$ cat src/rtl/dmem_store_buffer_if.sv
// dmem request/response and backing-SRAM bus of the store buffer.
// slave = the buffer itself, master = pipeline plus backing memory.
interface dmem_store_buffer_if #(
  parameter int ADDR_W = 12,
  parameter int DATA_W = 32
);
  logic [31:0]       address_dmem;
  logic [DATA_W-1:0] data;
  logic              wren;
  logic              rden;
  logic [DATA_W-1:0] q_dmem;
  logic              q_valid;
  logic              dmem_stall;
  logic              sb_empty;
  logic              mem_req;
  logic              mem_we;
  logic [ADDR_W-1:0] mem_addr;
  logic [DATA_W-1:0] mem_wdata;
  logic              mem_ready;
  logic [DATA_W-1:0] mem_rdata;

  modport slave (
    input  address_dmem, data, wren, rden,
    input  mem_ready, mem_rdata,
    output q_dmem, q_valid, dmem_stall, sb_empty,
    output mem_req, mem_we, mem_addr, mem_wdata
  );

  modport master (
    output address_dmem, data, wren, rden,
    output mem_ready, mem_rdata,
    input  q_dmem, q_valid, dmem_stall, sb_empty,
    input  mem_req, mem_we, mem_addr, mem_wdata
  );
endinterface

$ cat src/rtl/dmem_store_buffer.sv
// Posted-store FIFO between the dmem port and a handshaked data SRAM.
// Define STORE_FWD_EN to forward loads from buffered stores.
module dmem_store_buffer #(
  parameter int ADDR_W = 12,
  parameter int DATA_W = 32,
  parameter int DEPTH  = 4
) (
  input  logic               clock,
  input  logic               reset,
  dmem_store_buffer_if.slave bus
);

  localparam int PTR_W = $clog2(DEPTH);
  localparam int CNT_W = PTR_W + 1;

  typedef enum logic [1:0] {
    IDLE,
    DRAIN,
    READ
  } state_e;

  state_e            state_q, state_d;
  logic [CNT_W-1:0]  count_q, count_d;
  logic [PTR_W-1:0]  head_q, head_d;
  logic [PTR_W-1:0]  tail_q, tail_d;
  logic [ADDR_W-1:0] addr_q [DEPTH];
  logic [DATA_W-1:0] wdat_q [DEPTH];
  logic              sb_empty_q;
  logic [DATA_W-1:0] q_dmem_q, q_dmem_d;
  logic              q_valid_q, q_valid_d;
  logic              mem_req_q, mem_req_d;
  logic              mem_we_q, mem_we_d;
  logic [ADDR_W-1:0] mem_addr_q, mem_addr_d;
  logic [DATA_W-1:0] mem_wdata_q, mem_wdata_d;

  logic [ADDR_W-1:0] req_addr;
  logic              unused_addr;
  logic              full;
  logic              push;
  logic              pop;
  logic              load;
  logic              load_pend;
  logic              rd_go;
  logic              rd_done;

  assign req_addr    = bus.address_dmem[ADDR_W-1:0];
  assign unused_addr = ^bus.address_dmem[31:ADDR_W];

  assign full    = (count_q == CNT_W'(DEPTH));
  assign push    = bus.wren && !full;
  assign pop     = (state_q == DRAIN) && bus.mem_ready;
  assign rd_done = (state_q == READ) && bus.mem_ready;
  assign load    = bus.rden && !bus.wren;

`ifdef STORE_FWD_EN
  logic              hit;
  logic [DATA_W-1:0] fwd_data;
  logic [PTR_W-1:0]  idx;

  // Scan oldest to youngest so the last match wins.
  always_comb begin
    hit      = 1'b0;
    fwd_data = '0;
    idx      = '0;
    for (int i = 0; i < DEPTH; i++) begin
      idx = head_q + PTR_W'(i);
      if (CNT_W'(i) < count_q &&
          addr_q[idx] == req_addr) begin
        hit      = load;
        fwd_data = wdat_q[idx];
      end
    end
  end

  assign load_pend = load && !hit;
  assign rd_go     = load_pend;
`else
  // Without comparators a load must wait for a fully drained buffer.
  assign load_pend = load;
  assign rd_go     = load && (count_q == '0);
`endif

  assign bus.dmem_stall = (bus.wren && full) ||
                          (load_pend && !rd_done);

  always_comb begin
    state_d     = state_q;
    mem_req_d   = mem_req_q;
    mem_we_d    = mem_we_q;
    mem_addr_d  = mem_addr_q;
    mem_wdata_d = mem_wdata_q;
    unique case (state_q)
      IDLE: begin
        if (rd_go) begin
          state_d    = READ;
          mem_req_d  = 1'b1;
          mem_we_d   = 1'b0;
          mem_addr_d = req_addr;
        end else if (count_q != '0) begin
          state_d     = DRAIN;
          mem_req_d   = 1'b1;
          mem_we_d    = 1'b1;
          mem_addr_d  = addr_q[head_q];
          mem_wdata_d = wdat_q[head_q];
        end
      end
      DRAIN, READ: begin
        if (bus.mem_ready) begin
          state_d   = IDLE;
          mem_req_d = 1'b0;
          mem_we_d  = 1'b0;
        end
      end
      default: begin
        state_d   = IDLE;
        mem_req_d = 1'b0;
        mem_we_d  = 1'b0;
      end
    endcase
  end

  always_comb begin
    q_dmem_d  = q_dmem_q;
    q_valid_d = 1'b0;
    if (rd_done) begin
      q_dmem_d  = bus.mem_rdata;
      q_valid_d = 1'b1;
    end
`ifdef STORE_FWD_EN
    if (hit) begin
      q_dmem_d  = fwd_data;
      q_valid_d = 1'b1;
    end
`endif
  end

  always_comb begin
    count_d = count_q + CNT_W'(push) - CNT_W'(pop);
    head_d  = pop  ? head_q + PTR_W'(1) : head_q;
    tail_d  = push ? tail_q + PTR_W'(1) : tail_q;
  end

  always_ff @(posedge clock or negedge reset) begin
    if (!reset) begin
      state_q     <= IDLE;
      count_q     <= '0;
      head_q      <= '0;
      tail_q      <= '0;
      sb_empty_q  <= 1'b1;
      q_dmem_q    <= '0;
      q_valid_q   <= 1'b0;
      mem_req_q   <= 1'b0;
      mem_we_q    <= 1'b0;
      mem_addr_q  <= '0;
      mem_wdata_q <= '0;
      for (int i = 0; i < DEPTH; i++) begin
        addr_q[i] <= '0;
        wdat_q[i] <= '0;
      end
    end else begin
      state_q     <= state_d;
      count_q     <= count_d;
      head_q      <= head_d;
      tail_q      <= tail_d;
      sb_empty_q  <= (count_d == '0);
      q_dmem_q    <= q_dmem_d;
      q_valid_q   <= q_valid_d;
      mem_req_q   <= mem_req_d;
      mem_we_q    <= mem_we_d;
      mem_addr_q  <= mem_addr_d;
      mem_wdata_q <= mem_wdata_d;
      if (push) begin
        addr_q[tail_q] <= req_addr;
        wdat_q[tail_q] <= bus.data;
      end
    end
  end

  assign bus.q_dmem    = q_dmem_q;
  assign bus.q_valid   = q_valid_q;
  assign bus.sb_empty  = sb_empty_q;
  assign bus.mem_req   = mem_req_q;
  assign bus.mem_we    = mem_we_q;
  assign bus.mem_addr  = mem_addr_q;
  assign bus.mem_wdata = mem_wdata_q;

endmodule

$ cat src/flat_wrapper.sv
// flat-port wrapper written by rule: the top's interface ports become plain ports
module dmem_store_buffer_flat 
#(
  parameter int ADDR_W = 12,
  parameter int DATA_W = 32,
  parameter int DEPTH  = 4
)
  (clock, reset, bus_address_dmem, bus_data, bus_wren, bus_rden, bus_mem_ready, bus_mem_rdata, bus_q_dmem, bus_q_valid, bus_dmem_stall, bus_sb_empty, bus_mem_req, bus_mem_we, bus_mem_addr, bus_mem_wdata);
  dmem_store_buffer_if #(.ADDR_W(ADDR_W), .DATA_W(DATA_W)) bus_i ();
  input  logic clock;
  input  logic reset;
  input wire logic [$bits(bus_i.address_dmem)-1:0] bus_address_dmem;
  input wire logic [$bits(bus_i.data)-1:0] bus_data;
  input wire logic [$bits(bus_i.wren)-1:0] bus_wren;
  input wire logic [$bits(bus_i.rden)-1:0] bus_rden;
  input wire logic [$bits(bus_i.mem_ready)-1:0] bus_mem_ready;
  input wire logic [$bits(bus_i.mem_rdata)-1:0] bus_mem_rdata;
  output wire logic [$bits(bus_i.q_dmem)-1:0] bus_q_dmem;
  output wire logic [$bits(bus_i.q_valid)-1:0] bus_q_valid;
  output wire logic [$bits(bus_i.dmem_stall)-1:0] bus_dmem_stall;
  output wire logic [$bits(bus_i.sb_empty)-1:0] bus_sb_empty;
  output wire logic [$bits(bus_i.mem_req)-1:0] bus_mem_req;
  output wire logic [$bits(bus_i.mem_we)-1:0] bus_mem_we;
  output wire logic [$bits(bus_i.mem_addr)-1:0] bus_mem_addr;
  output wire logic [$bits(bus_i.mem_wdata)-1:0] bus_mem_wdata;
  assign bus_i.address_dmem = bus_address_dmem;
  assign bus_i.data = bus_data;
  assign bus_i.wren = bus_wren;
  assign bus_i.rden = bus_rden;
  assign bus_i.mem_ready = bus_mem_ready;
  assign bus_i.mem_rdata = bus_mem_rdata;
  assign bus_q_dmem = bus_i.q_dmem;
  assign bus_q_valid = bus_i.q_valid;
  assign bus_dmem_stall = bus_i.dmem_stall;
  assign bus_sb_empty = bus_i.sb_empty;
  assign bus_mem_req = bus_i.mem_req;
  assign bus_mem_we = bus_i.mem_we;
  assign bus_mem_addr = bus_i.mem_addr;
  assign bus_mem_wdata = bus_i.mem_wdata;
  dmem_store_buffer #(.ADDR_W(ADDR_W), .DATA_W(DATA_W), .DEPTH(DEPTH)) u_core (.clock(clock), .reset(reset), .bus(bus_i));
endmodule
$ cat config.mk
export PLATFORM = sky130hd
export DESIGN_NAME = dmem_store_buffer_flat
export DESIGN_NICKNAME = d
export VERILOG_FILES = /design/src/rtl/dmem_store_buffer_if.sv /design/src/rtl/dmem_store_buffer.sv /design/src/flat_wrapper.sv
export SDC_FILE = /design/constraint.sdc
export NUM_CORES = 1
export LEC_CHECK = 0
export CAP_MARGIN = 15
export CORE_MARGIN = 3
export CORE_UTILIZATION = 43
export CTS_CLUSTER_DIAMETER = 120
export DETAILED_ROUTE_END_ITERATION = 10
export PLACE_DENSITY = 0.67
export SLEW_MARGIN = 5
export SYNTH_ARGS = -nofsm -noshare
export SYNTH_HDL_FRONTEND = slang
export SYNTH_SLANG_ARGS = --single-unit
$ cat constraint.sdc
create_clock -name clock -period 6.25 [get_ports clock]
set_clock_uncertainty 0.15 [all_clocks]
set_input_delay 1.25 -clock clock [delete_from_list [all_inputs] [get_ports clock]]
set_output_delay 1.25 -clock clock [all_outputs]
set_load 0.05 [all_outputs]
==> flow_metrics.py, run 1 <==
metrics = {
    "run": {
        "maxCapViolations": 0,
    },
    "min_path": {
        "holdCritStartpoint": "u_core.addr_q[3]",
        "min_to": "u_core.addr_q[3]",
        "hold_class": "reg -> reg",
        "hold_depth": 1,
    },
    "cts": {
        "numClockSinks": 264,
        "clock_latency_ns": 0.52,
        "cts_made_buffers": 29,
        "cts_setup_buffers": 0,
        "h-tree-depth": 1,
        "cts_root_buf": "clkbuf_16",
        "cts.path.max_buffers": 3,
        "cts_tree": "yes",
        "cts.hold.buffers_added": 0,
        "clk_pin_slew_worst_paths_ns": 0.06,
        "ctsResizeCount": 0,
    },
    "setup_path": {
        "cp.arrival_ns": 3.28,
        "critical_path_peak_fanout": 34,
        "worstReg2RegStart": "u_core.state_q[0]",
        "cp_data_required_time_ns": 4.85,
        "r2r_end": "u_core.bus.mem_wdata[4]",
        "cp-start-kind": "input port",
        "worst_r2r_path_depth": 5,
        "rrSetupSlack_ns": 3.56,
        "critPathKind": "in -> out",
        "worstSetupEndpointType": "output port",
    },
    "routing": {
        "wirelength_met1_um": 10300,
        "met2_wirelength_um": 12800,
        "wl_per_cell_um": 21.2,
        "totalWireLength_um": 25300,
        "drc_errors": 0,
        "wl_met3_um": 1880,
        "via_per_inst": 5.44,
        "top_layer": "met4",
        "first_pass_iters": 4,
        "antenna_left": 0,
        "detail_route.iter0.violations": 373,
        "vias": 6496,
    },
    "synth": {
        "ys_ff_latch": 264,
        "syn_nets": 798,
        "synth_edf_count": 0,
        "ys.warnings.count": 0,
        "ys.flop_type": "dfrtp_1",
        "synth_cell_type_count": 32,
        "async_reset_ff_frac": 1.00,
        "seq_area_frac_synth": 0.585,
        "netlist_area_sq_mm": 0.0113,
        "synth_area_per_cell_sq_um": 16.5,
        "syn_inst": 687,
    },
    "power": {
        "p_int_uw": 5580,
        "finalPower_uw": 8730,
        "ir_worst_vdd_mv": 0.328,
        "comb_power_share": 0.435,
        "p_per_area_mw_per_mm2": 619,
        "p_leak_uw": 0.00596,
        "sw_frac_of_total": 0.360,
        "p_sw_uw": 3140,
        "seq_power_share": 0.364,
        "power_frac_clock": 0.201,
    },
    "global_route": {
        "grtUsageTotal": 0.180,
        "grt_pass1_wl_um": 40600,
        "grt_max_degree": 136,
        "grt-ovfl-total": 0,
        "antenna_found_initial": 0,
        "grt_pass1_vias": 7414,
    },
    "floorplanning": {
        "fp-row-count": 58,
        "initial_core_util": 0.444,
        "die_area_sq_mm": 0.0283,
        "core_sq_mm": 0.0255,
        "io_pins": 182,
        "die_w_um": 168,
        "die_height_um": 168,
    },
    "cells_and_area": {
        "final_common_cell": "dfrtp_1",
        "antenna_cells": 0,
        "syn_to_final_growth_pct": 24.8,
        "final_nets": 956,
        "drive_gt1_frac": 0.386,
        "final_cell_mix": "dfrtp_1, mux2_2, clkdlybuf4s50_1",
        "postLayoutCellArea_sq_mm": 0.0141,
    },
    "sta": {
        "hold_violations": 0,
        "tightest_slew_ns": 1.07,
        "min_period_ns": 4.68,
        "slew_violations": 0,
        "finalSetupTns_ns": 0,
        "max_freq_ghz": 0.214,
        "period_share": 0.748,
        "whs_ns": 0.341,
        "rsz0062_at_grt": "false",
        "relSlewSlack": 0.288,
        "setup_viol": 0,
    },
    "place": {
        "place_congestion": 0.731,
        "portBuffers": 161,
        "hpwlAfterDp_um": 15300,
        "place_area_sq_mm": 0.0131,
    },
    "status": {
        "status": "completed",
    },
}
## power groups by stage
stage	logic [uW]	registers [uW]	clock network [uW]
after floorplan	2110	3770	0
after global placement	3720	3100	0
after detailed placement	3840	3200	0
after CTS	3850	3190	1810
after global routing	4050	3290	1880
final	3800	3180	1750
## worst max-delay path by stage
stage	from	to	slack, ns	depth (start not counted)
floorplan	bus_mem_ready	bus_dmem_stall	2.22	4
global placement	bus_mem_ready	bus_dmem_stall	1.59	6
detailed placement	bus_mem_ready	bus_dmem_stall	1.58	6
CTS	bus_mem_ready	bus_dmem_stall	1.56	6
global route	bus_mem_ready	bus_dmem_stall	1.44	6
finish	bus_mem_ready	bus_dmem_stall	1.57	6
## metrics by stage
step | util | worst slack [ns] | cells
after floorplan | - | 2.22 | 687
after global routing | 0.554 | 1.44 | 1195
final | 0.554 | 1.57 | 1195
after CTS | 0.554 | 1.56 | 1195
after global placement | 0.514 | 1.59 | 1143
after detailed placement | 0.515 | 1.58 | 1144
## metal layers
metal  vias up  track usage
li1       2838            -
met1      3436        0.224
met2       192        0.313
met3        30       0.0554
met4         0       0.0313
met5         -            0
## layout make-up
| cell class | instances | area [sq um] |
|---|---|---|
| clock inverters | 12 | 165 |
| clock buffers | 39 | 833 |
| well taps | 330 | 413 |
| fillers | 1973 | 11400 |
| flip-flops and latches | 264 | 6610 |
| repair buffers | 166 | 1670 |
| inverters | 22 | 82.6 |
| multi-input cells | 362 | 4330 |
## sequential cells by signal (all words and copies together), names as in the netlist
name                  count
u_core.wdat_q           128
u_core.bus.mem_wdata     32
u_core.bus.mem_addr      12
u_core.head_q             2
u_core.bus.sb_empty       1
u_core.state_q            2
u_core.bus.mem_req        1
u_core.bus.q_valid        1
u_core.addr_q            48
u_core.bus.q_dmem        32
u_core.count_q            3
u_core.tail_q             2
## synth_stat cells (all sizes together) (3+ instances only)
cell | instances | share of area
dfrtp | 263 | 0.58
mux2 | 241 | 0.24
mux4 | 44 | 0.088
buf | 31 | 0.023
inv | 22 | 0.0073
a211oi | 12 | 0.0080
nor2 | 12 | 0.0040
nor4b | 12 | 0.0093
ha | 9 | 0.010
clkbuf | 8 | 0.0027
a21oi | 4 | 0.0018
nand3 | 4 | 0.0062
xnor2 | 4 | 0.0031
nand2 | 3 | 0.0010
nor2b | 3 | 0.0017
## critical path: stages
cell and delay [ns]:
clkdlybuf4s50_1 0.46, nand2_1 0.08, buf_4 0.37, a21oi_1 0.12
a21oi_1 0.14, clkdlybuf4s50_1 0.83
## cells by family after synthesis
family          synth area share
simple gates              0.0255
flops                      0.585
mux                        0.328
xor+xnor                 0.00387
compound gates            0.0138
buf+inv                   0.0328
fa+ha+maj                 0.0117
(Power assumes the default switching activity.)
==> run 2: changes to the inputs <==
PLACE_DENSITY = 0.7   (was 0.67)
clock period = 3.85 ns   (was 6.25 ns; I/O delays follow)
==> flow_metrics.py, run 2 (synthesized netlist as in run 1, its figures left out) <==
metrics = {
    "power": {
        "p_per_area_mw_per_mm2": 990,
        "p_leak_uw": 0.00604,
        "ir_worst_vdd_mv": 0.565,
    },
    "place": {
        "hpwlAfterDp_um": 14300,
        "portBuffers": 161,
        "dp_cells": 1155,
        "place_congestion": 0.702,
    },
    "cells_and_area": {
        "largest_register_ffs": 128,
        "seqCellArea_sq_mm": 0.00661,
        "multi_input_area_sq_mm": 0.00433,
        "antenna_cells": 0,
        "fill_cells": 2022,
        "final_common_cell": "dfrtp_1",
        "drive_gt1_frac": 0.391,
        "instances_no_fill": 1208,
        "top_register": "u_core.wdat_q",
        "final_nets": 967,
        "syn_to_final_growth_pct": 26.1,
        "final_cell_mix": "dfrtp_1, mux2_2, clkdlybuf4s50_1",
        "reg_top3": "u_core.wdat_q (128), u_core.addr_q (48)",
    },
    "global_route": {
        "antenna_found_initial": 0,
        "grt_max_degree": 85,
        "grt-ovfl-total": 0,
        "grtUsageTotal": 0.167,
        "grt_pass1_vias": 6918,
        "grt_pass1_wl_um": 38200,
    },
    "cts": {
        "ctsResizeCount": 0,
        "h-tree-depth": 1,
        "cts_tree": "yes",
        "cts.hold.buffers_added": 0,
        "cts_made_buffers": 29,
        "clk_pin_slew_worst_paths_ns": 0.06,
        "cts_root_buf": "clkbuf_16",
        "clock_latency_ns": 0.52,
        "cts.path.max_buffers": 3,
        "cts_setup_buffers": 0,
        "numClockSinks": 264,
    },
    "sta": {
        "hold_violations": 0,
        "max_freq_ghz": 0.330,
        "min_period_ns": 3.03,
        "period_share": 0.787,
        "finalSetupTns_ns": 0,
        "tightest_slew_ns": 0.735,
        "rsz0062_at_grt": "false",
        "slew_violations": 0,
        "relSlewSlack": 0.510,
        "setup_viol": 0,
    },
    "routing": {
        "detail_route.iter0.violations": 215,
        "via_per_inst": 5.31,
        "wl_per_cell_um": 19.5,
        "antenna_left": 0,
        "first_pass_iters": 4,
        "vias": 6409,
        "drc_errors": 0,
        "totalWireLength_um": 23600,
    },
    "setup_path": {
        "rrSetupSlack_ns": 1.32,
        "critical_path_peak_fanout": 6,
        "worstSetupStartpoint": "u_core.count_q[1]",
        "cp-start-kind": "flip-flop",
        "worst_r2r_path_depth": 4,
        "worstReg2RegStart": "u_core.count_q[1]",
        "critPathKind": "reg -> out",
        "cp_data_required_time_ns": 2.93,
        "r2r_end": "u_core.wdat_q[100]",
        "cp.arrival_ns": 2.11,
        "worstSetupEndpointType": "output port",
    },
    "floorplanning": {
        "die_w_um": 168,
        "die_area_sq_mm": 0.0283,
        "fp-row-count": 58,
        "core_sq_mm": 0.0255,
        "initial_core_util": 0.444,
        "io_pins": 182,
        "die_height_um": 168,
    },
    "min_path": {
        "hold_class": "in -> async",
    },
    "status": {
        "status": "completed",
    },
    "run": {
        "maxCapViolations": 0,
    },
}
## run 2: critical path: stages, from the launching register on
cell and delay, ns:
dfrtp_1 0.47, or3b_1 0.60, a21oi_1 0.34, buf_12 0.18
## run 2: stage by stage
| stage | area [sq um] | hold slack, ns | utilization | setup slack [ns] | total power, uW |
|---|---|---|---|---|---|
| 5_1_grt | 14300 | 0.0365 | 0.559 | 0.725 | 14900 |
| 3_5_place_dp | 13300 | 0.325 | 0.520 | 0.788 | 11400 |
| 2_1_floorplan | 11300 | 0.309 | - | 0.531 | 9550 |
| 3_3_place_gp | 13300 | 0.319 | 0.520 | 0.776 | 11200 |
| 6_report | 14300 | 0.0259 | 0.559 | 0.818 | 14100 |
| 4_1_cts | 14300 | 0.0272 | 0.559 | 0.756 | 14300 |
## run 2: layout make-up
cell class / instances / share of cell area
Tap cell: 330 / 0.0290
Inverter: 22 / 0.00579
Timing Repair Buffer: 177 / 0.127
Clock inverter: 12 / 0.0133
Multi-Input combinational cell: 362 / 0.304
Clock buffer: 41 / 0.0569
Sequential cell: 264 / 0.464
## run 2: where the power goes
| part | switching [uW] | internal [uW] |
|---|---|---|
| Clock | 1070 | 1800 |
| Combinational | 3110 | 3120 |
| Sequential | 797 | 4210 |
| Total | 4980 | 9130 |
## run 2: per-layer routing
metal  up-vias  part of all wire  track usage
li1       2873                 -            -
met1      3323              0.45        0.230
met2       175              0.46        0.264
met3        38             0.077       0.0533
met4         0             0.018       0.0334
met5         -                 0            0
## run 2: worst max path at each step
stage	depth (start not counted)	endpoint	slack (ns)
detailed placement	10	u_core.bus.sb_empty	0.79
CTS	3	bus_dmem_stall	0.76
global route	3	bus_dmem_stall	0.72
global placement	10	u_core.bus.sb_empty	0.78
floorplan	6	bus_dmem_stall	0.53
finish	3	bus_dmem_stall	0.82
==> run 3: changes to the inputs <==
clock period = 2.75 ns   (was 3.85 ns; I/O delays follow)
==> flow_metrics.py, run 3 (synthesized netlist as in run 1, its figures left out) <==
metrics = {
    "cells_and_area": {
        "largest_register_ffs": 128,
        "top_register": "u_core.wdat_q",
        "final_cell_mix": "dfrtp_1, mux2_2, clkdlybuf4s50_1",
        "final_nets": 985,
        "postLayoutCellArea_sq_mm": 0.0146,
        "reg_top3": "u_core.wdat_q (128), u_core.addr_q (48)",
        "final_common_cell": "dfrtp_1",
        "syn_to_final_growth_pct": 29.3,
        "drive_gt1_frac": 0.413,
        "fin_util": 0.574,
        "antenna_cells": 0,
    },
    "sta": {
        "min_period_ns": 2.59,
        "rsz0062_at_grt": "false",
        "relSlewSlack": 0.580,
        "hold_violations": 0,
        "whs_ns": 0.339,
        "setup_viol": 0,
        "period_share": 0.943,
        "finalSetupTns_ns": 0,
        "slew_violations": 0,
        "max_freq_ghz": 0.386,
        "tightest_slew_ns": 0.629,
    },
    "routing": {
        "first_pass_iters": 4,
        "vias": 6488,
        "drc_errors": 0,
        "via_per_inst": 5.28,
        "wl_per_cell_um": 19.7,
        "antenna_left": 0,
        "totalWireLength_um": 24200,
        "detail_route.iter0.violations": 315,
    },
    "power": {
        "p_int_uw": 13200,
        "ir_worst_vdd_mv": 0.766,
        "power_frac_clock": 0.214,
        "comb_power_share": 0.441,
        "seq_power_share": 0.345,
        "p_per_area_mw_per_mm2": 1390,
        "sw_frac_of_total": 0.349,
        "p_leak_uw": 0.00623,
        "p_sw_uw": 7090,
        "finalPower_uw": 20300,
    },
    "floorplanning": {
        "fp-row-count": 58,
        "die_area_sq_mm": 0.0283,
        "initial_core_util": 0.444,
        "io_pins": 182,
        "die_w_um": 168,
        "core_sq_mm": 0.0255,
        "die_height_um": 168,
    },
    "global_route": {
        "grt_pass1_wl_um": 39200,
        "grtUsageTotal": 0.172,
        "antenna_found_initial": 0,
        "grt-ovfl-total": 0,
        "grt_pass1_vias": 7204,
        "grt_max_degree": 56,
    },
    "setup_path": {
        "cp_cell_sequence": "clkdlybuf4s50_1",
        "path_buf_inv": 1,
        "slowest_stage": "clkdlybuf4s50_1",
        "critPathKind": "reg -> out",
        "worst_r2r_path_depth": 10,
        "cp-start-kind": "flip-flop",
        "slowest_delay_ns": 0.84,
        "critical_path_peak_fanout": 1,
        "path_depth": 1,
        "cp.arrival_ns": 1.89,
        "cp_data_required_time_ns": 2.05,
        "worstSetupEndpointType": "output port",
        "path_delay_family": "buffers and inverters",
    },
    "min_path": {
        "hold_depth": 1,
        "hold_class": "reg -> reg",
    },
    "cts": {
        "cts_made_buffers": 30,
        "numClockSinks": 264,
        "clk_pin_slew_worst_paths_ns": 0.06,
        "h-tree-depth": 1,
        "clock_latency_ns": 0.54,
        "cts_setup_buffers": 0,
        "cts_root_buf": "clkbuf_16",
        "cts.path.max_buffers": 3,
        "cts_tree": "yes",
    },
    "place": {
        "hpwlAfterDp_um": 15400,
        "place_area_sq_mm": 0.0135,
        "portBuffers": 161,
        "place_congestion": 0.732,
    },
    "status": {
        "status": "completed",
    },
    "run": {
        "maxCapViolations": 0,
    },
}
-- run 3: cell count changes in the layout (fill, tap and decap cells not counted), sizes merged --
cell / delta
dlygate4sd3: +1
clkinv: +2
buf: +16
clkbuf: +1
-- run 3: metrics by stage --
step	worst slack, ns	cells
2_1_floorplan	0.0479	687
3_3_place_gp	0.0383	1171
3_5_place_dp	-0.000841	1171
4_1_cts	0.114	1228
5_1_grt	0.0828	1228
6_report	0.157	1228
-- run 3: power by group through the flow --
stage / clock network [uW] / registers (uW) / logic, uW
after CTS: 4470 / 7000 / 9100
after detailed placement: 0 / 7050 / 9070
after global placement: 0 / 6970 / 8920
final: 4340 / 7000 / 8960
after global routing: 4630 / 7240 / 9560
after floorplan: 0 / 8570 / 4810
-- run 3: layer usage --
metal  GRT usage  wire (um)  vias to the layer above
li1            -          -                     2888
met1       0.222      10400                     3396
met2       0.289      11600                      169
met3      0.0531       1760                       35
met4      0.0366        441                        0
met5           0          0                        -
-- run 3: worst paths after layout --
check / from / end / slack (ns)
max: u_core.bus.sb_empty / bus_sb_empty / 0.16
min: u_core.addr_q[12] / u_core.addr_q[12] / 0.34
max reg2reg: u_core.state_q[0] / u_core.bus.sb_empty / 0.39
min reg2reg: u_core.addr_q[12] / u_core.addr_q[12] / 0.34
max in group asynchronous: reset / u_core.bus.sb_empty / 1.40
min in group asynchronous: reset / u_core.bus.mem_wdata[9] / 0.39
-- run 3: cell type report --
type,count,area [sq um]
clock buffers,42,917
clock inverters,14,199
fillers,1999,10900
inverters,22,82.6
multi-input cells,362,4350
flip-flops and latches,264,6610
well taps,330,413
repair buffers,194,2040
-- run 3: timing repair --
action | CTS | global route
hold endpoints to repair | 49 | 0
hold buffers | 1 | 0
endpoints found under the setup margin | 1 | 0
resized for setup | 1 | 0
